`config.mk`:
```
export PLATFORM = sky130hd
export DESIGN_NAME = mc_control_unit
export DESIGN_NICKNAME = d
export VERILOG_FILES = /design/src/rtl/mc_control_unit.sv
export SDC_FILE = /design/constraint.sdc
export NUM_CORES = 1
export LEC_CHECK = 0
export ABC_AREA = 1
export BUFFER_PORTS_ARGS = -buffer_cell sky130_fd_sc_hd__buf_2
export CAP_MARGIN = 20
export CORE_ASPECT_RATIO = 0.9
export CORE_MARGIN = 5
export CORE_UTILIZATION = 32
export CTS_CLUSTER_SIZE = 30
export DETAILED_ROUTE_END_ITERATION = 12
export PLACE_DENSITY_LB_ADDON = 0.08
export SYNTH_ARGS = -nofsm -noshare
export SYNTH_HDL_FRONTEND = slang
export SYNTH_SLANG_ARGS = --single-unit
```
`constraint.sdc`:
```
create_clock -name clk -period 2.82 [get_ports clk]
set_input_delay 0.564 -clock clk [delete_from_list [all_inputs] [get_ports clk]]
set_output_delay 0.564 -clock clk [all_outputs]
set_load 0.05 [all_outputs]
```
`src/rtl/mc_control_unit.sv`:
```
`default_nettype none
// ============================================================================
// Module      : mc_control_unit
// Description : Multi-cycle RISC-V style control unit. A Moore FSM sequences
//               fetch/decode/execute/writeback. It produces datapath selects,
//               write strobes and the ALU operation code. It also counts
//               retired instructions.
// Revision    : 1.0 - initial release
// ============================================================================
module mc_control_unit #(
    parameter int CNT_W           = 32,
    parameter bit HALT_ON_ILLEGAL = 1'b1
) (
    input  logic             clk,
    input  logic             rst,
    input  logic [6:0]       opcode,
    input  logic [2:0]       funct3,
    input  logic             funct75,
    input  logic             zero,
    input  logic             mem_ready,
    output logic             PCWrite,
    output logic             IRWrite,
    output logic             MemWrite,
    output logic             RegWrite,
    output logic             AdrSrc,
    output logic [1:0]       ResultSrc,
    output logic [1:0]       ALUSrcA,
    output logic [1:0]       ALUSrcB,
    output logic [1:0]       ImmSrc,
    output logic [2:0]       ALU_control,
    output logic             illegal,
    output logic [CNT_W-1:0] instret,
    output logic [3:0]       state
);

    typedef enum logic [3:0] {
        S_FETCH    = 4'd0,
        S_DECODE   = 4'd1,
        S_MEMADR   = 4'd2,
        S_MEMREAD  = 4'd3,
        S_MEMWB    = 4'd4,
        S_MEMWRITE = 4'd5,
        S_EXECUTER = 4'd6,
        S_EXECUTEI = 4'd7,
        S_ALUWB    = 4'd8,
        S_BEQ      = 4'd9,
        S_JAL      = 4'd10,
        S_ILLEGAL  = 4'd11
    } state_t;

    localparam logic [6:0] C_OP_LW  = 7'b0000011;
    localparam logic [6:0] C_OP_SW  = 7'b0100011;
    localparam logic [6:0] C_OP_R   = 7'b0110011;
    localparam logic [6:0] C_OP_I   = 7'b0010011;
    localparam logic [6:0] C_OP_BEQ = 7'b1100011;
    localparam logic [6:0] C_OP_JAL = 7'b1101111;

    localparam logic [1:0] C_ALUOP_ADD  = 2'b00;
    localparam logic [1:0] C_ALUOP_SUB  = 2'b01;
    localparam logic [1:0] C_ALUOP_FUNC = 2'b10;

    localparam logic [2:0] C_ALU_ADD = 3'b000;
    localparam logic [2:0] C_ALU_SUB = 3'b001;
    localparam logic [2:0] C_ALU_AND = 3'b010;
    localparam logic [2:0] C_ALU_OR  = 3'b011;
    localparam logic [2:0] C_ALU_SLT = 3'b101;

    state_t             state_q, state_d;
    logic [CNT_W-1:0]   instret_q, instret_d;
    logic               w_retire;
    logic [1:0]         w_alu_op;

    // Next-state selection; memory-facing states wait on mem_ready
    always_comb begin
        state_d = state_q;
        case (state_q)
            S_FETCH:    if (mem_ready) state_d = S_DECODE;
            S_DECODE: begin
                case (opcode)
                    C_OP_LW, C_OP_SW: state_d = S_MEMADR;
                    C_OP_R:           state_d = S_EXECUTER;
                    C_OP_I:           state_d = S_EXECUTEI;
                    C_OP_BEQ:         state_d = S_BEQ;
                    C_OP_JAL:         state_d = S_JAL;
                    default:          state_d = S_ILLEGAL;
                endcase
            end
            // opcode[5] distinguishes sw (1) from lw (0)
            S_MEMADR:   state_d = opcode[5] ? S_MEMWRITE : S_MEMREAD;
            S_MEMREAD:  if (mem_ready) state_d = S_MEMWB;
            S_MEMWRITE: if (mem_ready) state_d = S_FETCH;
            S_EXECUTER, S_EXECUTEI, S_JAL: state_d = S_ALUWB;
            S_MEMWB, S_ALUWB, S_BEQ:       state_d = S_FETCH;
            S_ILLEGAL:  if (HALT_ON_ILLEGAL == 1'b0) state_d = S_FETCH;
            default:    state_d = S_FETCH;
        endcase
    end

    // An instruction retires on the edge that leaves its final state
    always_comb begin
        w_retire = 1'b0;
        case (state_q)
            S_MEMWB, S_ALUWB, S_BEQ: w_retire = 1'b1;
            S_MEMWRITE:              w_retire = mem_ready;
            default:                 w_retire = 1'b0;
        endcase
        instret_d = instret_q + {{(CNT_W-1){1'b0}}, w_retire};
    end

    // State and retired-instruction counter registers
    always_ff @(posedge clk) begin
        if (!rst) begin
            state_q   <= S_FETCH;
            instret_q <= '0;
        end else begin
            state_q   <= state_d;
            instret_q <= instret_d;
        end
    end

    // Moore output decode; write strobes are held low while in reset
    always_comb begin
        PCWrite   = 1'b0;
        IRWrite   = 1'b0;
        MemWrite  = 1'b0;
        RegWrite  = 1'b0;
        AdrSrc    = 1'b0;
        ResultSrc = 2'b00;
        ALUSrcA   = 2'b00;
        ALUSrcB   = 2'b00;
        illegal   = 1'b0;
        w_alu_op  = C_ALUOP_ADD;
        case (state_q)
            S_FETCH: begin
                PCWrite   = mem_ready;
                IRWrite   = mem_ready;
                ALUSrcB   = 2'b10;
                ResultSrc = 2'b10;
            end
            S_DECODE: begin
                ALUSrcA = 2'b01;
                ALUSrcB = 2'b01;
            end
            S_MEMADR: begin
                ALUSrcA = 2'b10;
                ALUSrcB = 2'b01;
            end
            S_MEMREAD: AdrSrc = 1'b1;
            S_MEMWB: begin
                ResultSrc = 2'b01;
                RegWrite  = 1'b1;
            end
            S_MEMWRITE: begin
                AdrSrc   = 1'b1;
                MemWrite = 1'b1;
            end
            S_EXECUTER: begin
                ALUSrcA  = 2'b10;
                w_alu_op = C_ALUOP_FUNC;
            end
            S_EXECUTEI: begin
                ALUSrcA  = 2'b10;
                ALUSrcB  = 2'b01;
                w_alu_op = C_ALUOP_FUNC;
            end
            S_ALUWB: RegWrite = 1'b1;
            S_BEQ: begin
                ALUSrcA  = 2'b10;
                w_alu_op = C_ALUOP_SUB;
                PCWrite  = zero;
            end
            S_JAL: begin
                ALUSrcA = 2'b01;
                ALUSrcB = 2'b10;
                PCWrite = 1'b1;
            end
            S_ILLEGAL: illegal = 1'b1;
            default: ;
        endcase
        if (!rst) begin
            PCWrite  = 1'b0;
            IRWrite  = 1'b0;
            MemWrite = 1'b0;
            RegWrite = 1'b0;
        end
    end

    // ALU operation; only R-type (opcode[5]=1) may select subtract via funct7
    always_comb begin
        ALU_control = C_ALU_ADD;
        case (w_alu_op)
            C_ALUOP_SUB: ALU_control = C_ALU_SUB;
            C_ALUOP_FUNC: begin
                case (funct3)
                    3'b000:  ALU_control = (opcode[5] & funct75) ? C_ALU_SUB : C_ALU_ADD;
                    3'b010:  ALU_control = C_ALU_SLT;
                    3'b110:  ALU_control = C_ALU_OR;
                    3'b111:  ALU_control = C_ALU_AND;
                    default: ALU_control = C_ALU_ADD;
                endcase
            end
            default: ALU_control = C_ALU_ADD;
        endcase
    end

    // Immediate format follows the opcode regardless of state
    always_comb begin
        case (opcode)
            C_OP_LW, C_OP_I: ImmSrc = 2'b00;
            C_OP_SW:         ImmSrc = 2'b01;
            C_OP_BEQ:        ImmSrc = 2'b10;
            C_OP_JAL:        ImmSrc = 2'b11;
            default:         ImmSrc = 2'b00;
        endcase
    end

    assign state   = state_q;
    assign instret = instret_q;

endmodule
`default_nettype wire

```
[Word-level counts from Yosys, hierarchy flattened]
Cells that the tools add are included.
Word-level totals
  bits in registers: 36
  input bits: 15
  output and inout port bits: 53
  word-level logic and storage cells: 68
Operators by class
  $add $sub $neg: 1
  equal/unequal tests: 25
  muxes and demuxes: 25
  bitwise logic cells: 2
  reductions and logical operators: 13
Operator list (count)
  32-bit by 1-bit adder with 32-bit output: 1
  4-bit one-hot mux with 7 select lines: 1
  4-bit one-hot mux with 5 select lines: 1
  4-bit by 3-bit equality test with 1-bit output, second input constant: 4
  4-bit equality test, second input constant: 4
  2-bit one-hot mux with 2 select lines: 4
  7-bit by 6-bit equality test with 1-bit output, second input constant: 2
  7-bit equality test, second input constant: 2
  4-bit 2-to-1 mux: 3
  3-bit one-hot mux with 4 select lines: 1
  2-bit OR reduction: 6
  1-bit 2-to-1 mux: 10
  3-bit OR reduction: 3
  4-bit by 2-bit equality test with 1-bit output, second input constant: 2
  7-bit by 2-bit equality test with 1-bit output, second input constant: 1
  7-bit by 5-bit equality test with 1-bit output, second input constant: 1
  3-bit equality test, second input constant: 2
  2-bit != test, second input constant: 3
  2-bit one-hot mux with 3 select lines: 1
  3-bit one-hot mux with 2 select lines: 1
  4-bit by 1-bit equality test with 1-bit output, second input constant: 1
  4-bit logical NOT: 1
  4-bit AND reduction: 1
  4-bit OR reduction: 1
  9 further kinds: 9

[Longest topological paths before layout]
Gate-level depths: netlist of the first run.
  depth in word-level cells: 5
  depth in mapped cells: 16
  depth with buffers taken out: 16

[Least setup slack after synthesis of the first run]
No wires, ideal clock.
  kind: reg2out
  from: register state_q[2] (netlist: state[2])
  to: output ALU_control[2]
  arrival time: 2979 ps
  required time: 2256 ps
  slack: -723 ps
  cell stages (with the launch flop): 8
  buffers on the path: 0
  cells stage by stage: dfxtp_1 -> inv_1 -> nor2_1 -> inv_1 -> nor2_1 -> inv_1 -> ha_1 -> nor4_1
On the way
  cells in the longest elaborated chain, start to end: 5
  elaborated cells on any way between the ends: 8
  classes of those cells: eq/ne (5); mux (2); reduce/logical (1)
Ends and longest elaborated chain
  start, declared: line 68  | state_t state_q, state_d;
  start signal, assigned: line 116  | state_q <= state_d;
  4-bit by 3-bit equality test with 1-bit output: line 133  | case (state_q)
  2-bit OR reduction (no line)
  2-bit one-hot mux with 2 select lines *: line 133
  2-bit equality test or 2-bit by 1-bit equality test with 1-bit output (tied branches): line 191  | case (w_alu_op)
  3-bit one-hot mux with 2 select lines *: line 191
  end, declared: line 30  | output logic [2:0] ALU_control,
Mark *: on every way between the ends. The rest lies on a longest branch, timed or not.

[Worst setup path after layout of the first run]
Ends and elaborated chain as after synthesis.

==> results of run 1 <==
-- worst max path at each step --
stage	from	to	depth (start not counted)
2_1_floorplan	rst	IRWrite	4
3_3_place_gp	mem_ready	instret[18]	14
3_5_place_dp	state[0]	instret[18]	15
4_1_cts	state[2]	ALU_control[2]	8
5_1_grt	state[2]	ALU_control[2]	8
6_report	state[2]	ALU_control[2]	8
-- area by class of cell --
class / count / area, µm² / area share
clock buffers: 5 / 68.8 / 0.0241
clock inverters: 3 / 90.1 / 0.0315
repair buffers: 68 / 348 / 0.122
well taps: 90 / 113 / 0.0394
flip-flops and latches: 36 / 721 / 0.252
multi-input cells: 274 / 1320 / 0.461
inverters: 53 / 199 / 0.0696
-- through the flow --
stage | cell area, µm² | instances | utilization | hold WS [ns] | total power, mW
floorplan | 2250 | 367 | - | 0.687 | 1.16
global placement | 2690 | 521 | 0.403 | 0.455 | 1.34
detailed placement | 2690 | 521 | 0.403 | 0.462 | 1.33
CTS | 2850 | 529 | 0.426 | 0.476 | 1.98
global route | 2860 | 529 | 0.427 | 0.504 | 2.05
finish | 2860 | 529 | 0.427 | 0.471 | 1.96
-- where the power goes --
group | switching, mW | total, mW | internal, mW | leakage [nW]
clock | 0.202 | 0.644 | 0.443 | 0.0784
combinational | 0.583 | 0.749 | 0.165 | 0.907
sequential | 0.0339 | 0.571 | 0.537 | 0.291
total | 0.819 | 1.96 | 1.15 | 1.28
-- cell usage after synthesis, types with 2 or more instances --
cell / count / area, µm²
o21a_1: 2 / 15.0
clkbuf_1: 4 / 15.0
nor3_1: 9 / 45.0
nor2_2: 3 / 18.8
nor2_4: 2 / 22.5
a21oi_1: 26 / 130
inv_1: 52 / 195
nand3b_1: 6 / 45.0
ha_1: 4 / 50.1
xor2_1: 4 / 35.0
dfxtp_1: 36 / 721
o21ai_0: 13 / 65.1
nand3_1: 18 / 90.1
nor2_1: 63 / 236
o211ai_1: 2 / 15.0
nand4_1: 7 / 43.8
nand2_1: 103 / 387
-- logic make-up (layout without fill, tap and decap cells) --
family,count (synthesis),in the layout,share of synthesized area
flops,36,36,0.323
buf+inv,57,129,0.0957
simple gates,219,219,0.428
xor+xnor,5,5,0.0196
fa+ha+maj,4,4,0.0224
compound gates,46,46,0.112
-- flip-flops by register name, summed over array words and instances (netlist names) --
signal,cells
instret,32
state,4
-- critical path, delay by kind of cell, from the launching register on --
family,cells,cell delay [ns]
simple gates,3,0.56
buf+inv,4,0.54
flops,1,0.34
fa+ha+maj,1,0.34
-- layer usage --
| metal | vias up | part of all wire | GRT usage |
|---|---|---|---|
| li1 | 1313 | - | - |
| met1 | 1107 | 0.51 | 0.231 |
| met2 | 83 | 0.40 | 0.239 |
| met3 | 9 | 0.070 | 0.0406 |
| met4 | 0 | 0.013 | 0.0453 |
| met5 | - | 0 | 0 |
-- what timing repair did --
action / CTS / global route
endpoints found under the setup margin: 0 / 2
gates resized for setup: 0 / 2
endpoints found under the hold margin: 0 / 0
hold buffers: 0 / 0
==> flow_summary_export.csv, run 1 <==
group,metric,value,unit
global_route,grt_max_degree,20,
critical_path,start_kind,"flop",
sta,setup_violations,0,
finish,nets,457,
sta,slew_violations,0,
sta,hold_viol_final,0,
critical_path,max_stage_delay,0.34,ns
routing,drtAntennaViolNets,0,
finish,syn2layout_area_growth,27.9,%
clock_tree,clkTransAtPathRegs,0.08,ns
die,num_io_pins,68,
power,powerDensity,687,nW/µm²
critical_path,r2r_start,"state[0]",
finish,fill_cells,759,
routing,num_vias,2512,
routing,drcViolationCount,0,
finish,layout_common_cells,"nand2_1 (103), buf_2 (65), nor2_1 (63)",
sta,fin_ws,0.186,ns
logic_synthesis,syn_nets,386,
power,ir_drop,0.396,mV
power,leakagePower,1.28,nW
clock_tree,cts_tree,"yes",
clock_tree,postCtsSetupRepairBufs,0,
critical_path,cp.arrival,2.07,ns
global_route,antenna_found_initial,0,
run_status,status,"finished clean",
logic_synthesis,synth_edf_count,0,
place,hpwl,5640,µm
die,die_y,89.3,µm
clock_tree,clockRootBuffer,"clkbuf_8",
critical_path,r2r-end,"instret[18]",
logic_synthesis,post_synth_num_cell_types,30,
sta,worst_slew_pin_slew,0.463,ns
critical_path,crit_chain,"inv_1 > nor2_1 > inv_1 > nor2_1 > inv_1 > ha_1 > nor4_4 > clkbuf_4",
global_route,grt_overflow,0,
clock_tree,htree_levels,2,
job,max-cap-violations,0,
place,dp_slack,0.303,ns
sta,max_freq,380,MHz
sta,period_share,0.934,
logic_synthesis,syn_area,2230,µm²
place,place_congestion,0.864,
logic_synthesis,avgSynthCellArea,6.09,µm²
critical_path,crit_top_cell,"inv_1",
finish,n_antenna_cell,0,
critical_path,r2r_cells,15,
critical_path,regToRegSetupSlack,0.27,ns
place,port_buffers,67,
die,rows,28,
finish,drive_above_1_share,0.205,
finish,layout_commonest_cell,"nand2_1",
routing,avgRoutedWirePerCell,13.0,µm
critical_path,crit_type,"flop to output pin",
critical_path,worstPathMaxFanout,4,
logic_synthesis,async_flop_share,0,
clock_tree,clock_path_buffers,2,
sta,period_minus_slack,2.63,ns
logic_synthesis,ys.flop_type,"dfxtp_1",
global_route,grt_usage,0.161,
routing,drt-vias-per-instance,4.75,
global_route,grt_pass1_wl,11300,µm
global_route,grt_pass1_vias,2328,
hold_path,whs_endpoint,"instret[31]",
hold_path,hp-class,"flop to flop",
logic_synthesis,syn_inst,367,
sta,rsz0062_at_grt,"false",
sta,fin_setup_tns,0,ns
clock_tree,insertion_delay,0.30,ns
die,core_area,6690,µm²
die,die-area,8760,µm²
hold_path,hp-start,"instret[31]",
logic_synthesis,yosysWarnings,0,
hold_path,whs_path_depth,2,
sta,relSlewSlack,0.691,
logic_synthesis,ys_seq_elements,36,
die,initial_core_util,0.334,
sta,finClkSkew,0.00849,ns
clock_tree,cts_sinks,36,
routing,drt_wl_total,6880,µm
routing,drt_iter0_drc,155,
logic_synthesis,seq_area_frac_synth,0.323,
clock_tree,cts_made_buffers,5,
critical_path,critPathSlowestCell,"dfxtp_1",
routing,firstDrtPassIters,5,
die,dieWidth,98.1,µm
critical_path,crit_path_end_kind,"output pin",
critical_path,cp_data_required_time,2.26,ns
Note: power is estimated with default switching activity, not from simulation.
==> run 2: changes to the inputs <==
Settings changed: CAP_MARGIN 20 to 40.
Clock period 2.82 ns to 2.3 ns, I/O delays scaled along.
==> flow_summary_export.csv, run 2 (synthesis results as in run 1) <==
group,metric,value,unit
clock_tree,ctsHoldBuffers,0,
routing,drt_iter0_drc,134,
critical_path,regToRegSetupSlack,0.13,ns
clock_tree,cts_made_buffers,5,
die,rows,28,
routing,firstDrtPassIters,4,
run_status,status,"finished clean",
power,leakagePower,1.30,nW
critical_path,worst-path-buf-inv,3,
sta,fin_setup_tns,0,ns
sta,rsz0062_at_grt,"true",
global_route,grt_max_degree,26,
sta,hold_ws,0.472,ns
sta,setup_violations,0,
hold_path,hp-class,"flop to flop",
global_route,grt_overflow,0,
critical_path,crit_family,"simple AND/OR/NAND/NOR gates",
clock_tree,clock_path_buffers,2,
clock_tree,insertion_delay,0.29,ns
sta,max_freq,448,MHz
die,dieWidth,98.1,µm
finish,layout_commonest_cell,"nand2_1",
global_route,grt_usage,0.162,
critical_path,cp_data_required_time,1.84,ns
finish,nets,468,
power,ir_drop,0.406,mV
power,power,2.17,mW
finish,layout_common_cells,"nand2_1 (100), buf_2 (65), nor2_1 (56)",
place,place_congestion,0.953,
critical_path,crit_type,"flop to output pin",
routing,avgRoutedWirePerCell,12.9,µm
sta,period_minus_slack,2.23,ns
place,place_area,2800,µm²
sta,worst_slew_pin_slew,0.400,ns
routing,drtAntennaViolNets,0,
critical_path,crit_path_end_kind,"output pin",
die,core_area,6690,µm²
finish,drive_above_1_share,0.264,
critical_path,crit_chain,"inv_2 > nor2_4 > inv_1 > nor2_2 > ha_1 > nand2_2 > nor4_4 > buf_6",
finish,fin_area,2950,µm²
global_route,antenna_found_initial,0,
die,num_io_pins,68,
global_route,grt_pass1_vias,2305,
critical_path,max_stage_delay,0.36,ns
finish,regArea,733,µm²
sta,period_share,0.970,
clock_tree,clkTransAtPathRegs,0.07,ns
critical_path,critPathSlowestCell,"dfxtp_4",
finish,fill_cells,747,
die,initial_core_util,0.334,
sta,relSlewSlack,0.732,
critical_path,start_kind,"flop",
routing,num_vias,2522,
global_route,grt_pass1_wl,11400,µm
sta,hold_viol_final,0,
clock_tree,cts_tree,"yes",
sta,finClkSkew,0.00308,ns
power,powerDensity,736,nW/µm²
routing,drcViolationCount,0,
place,port_buffers,67,
finish,multiInputGateArea,1380,µm²
routing,drt-vias-per-instance,4.67,
sta,fin_ws,0.0690,ns
critical_path,worstPathMaxFanout,4,
routing,drt_wl_total,6980,µm
die,die_y,89.3,µm
finish,n_antenna_cell,0,
die,die-area,8760,µm²
job,max-cap-violations,0,
clock_tree,htree_levels,2,
clock_tree,cts_sinks,36,
sta,slew_violations,0,
place,dp_slack,0.0158,ns
critical_path,cp.arrival,1.77,ns
clock_tree,clockRootBuffer,"clkbuf_8",
finish,syn2layout_area_growth,31.8,%
place,hpwl,5700,µm
finish,largest_register_ffs,32,
[run 2: changes by cell type in the layout (fill, tap and decap cells not counted), sizes merged]
| cell | before | now |
|---|---|---|
| clkbuf | 7 | 8 |
| bufinv | 3 | 0 |
| buf | 66 | 79 |
[run 2: cell type report]
class	instances	share of cell area
multi-input cells	274	0.467
flip-flops and latches	36	0.249
repair buffers	79	0.147
inverters	53	0.0675
well taps	90	0.0382
clock buffers	8	0.0306
[run 2: worst paths after layout]
check,start,to,cells after the start
worst max-delay path,state[2],ALU_control[2],8
worst min-delay path,instret[31],instret[31],2
worst max register to register,state[2],instret[18],16
worst min register to register,instret[31],instret[31],2
[run 2: power by group]
group          internal (mW)  leakage, nW  switching, mW
sequential             0.671        0.293         0.0472
clock                  0.245       0.0455          0.231
combinational          0.239        0.962          0.736
[run 2: metal layers]
layer	share of wire	vias to the layer above	routed length [µm]	global-route usage
met4	0.0087	0	61	0.0352
met1	0.52	1118	3660	0.243
met3	0.067	10	468	0.0398
li1	-	1327	-	-
met2	0.40	67	2800	0.234
met5	0	-	0	0
[run 2: timing repair]
action | in CTS | in global routing
setup buffers | 0 | 0
setup endpoints to repair | 2 | 19
pin swaps | 0 | 5
gates resized for setup | 8 | 11
[run 2: worst reg2reg max path, cell delays in order (launching register included)]
cell and delay, ns:
dfxtp_4 0.35, inv_2 0.08, nand2_2 0.07, inv_1 0.07, o21ai_0 0.12, o211ai_1 0.16, ha_2 0.22, ha_2 0.20
nand2_2 0.08, nor2_4 0.15, nand2_4 0.09, nor2_4 0.11, nand3_2 0.12, nor2_2 0.10, nand2_1 0.05, nand2_1 0.06
nor2_1 0.03
[run 2: per-stage QoR]
stage / util / instances
global placement: 0.418 / 532
CTS: 0.436 / 540
detailed placement: 0.418 / 532
floorplan: - / 367
global route: 0.440 / 540
finish: 0.440 / 540
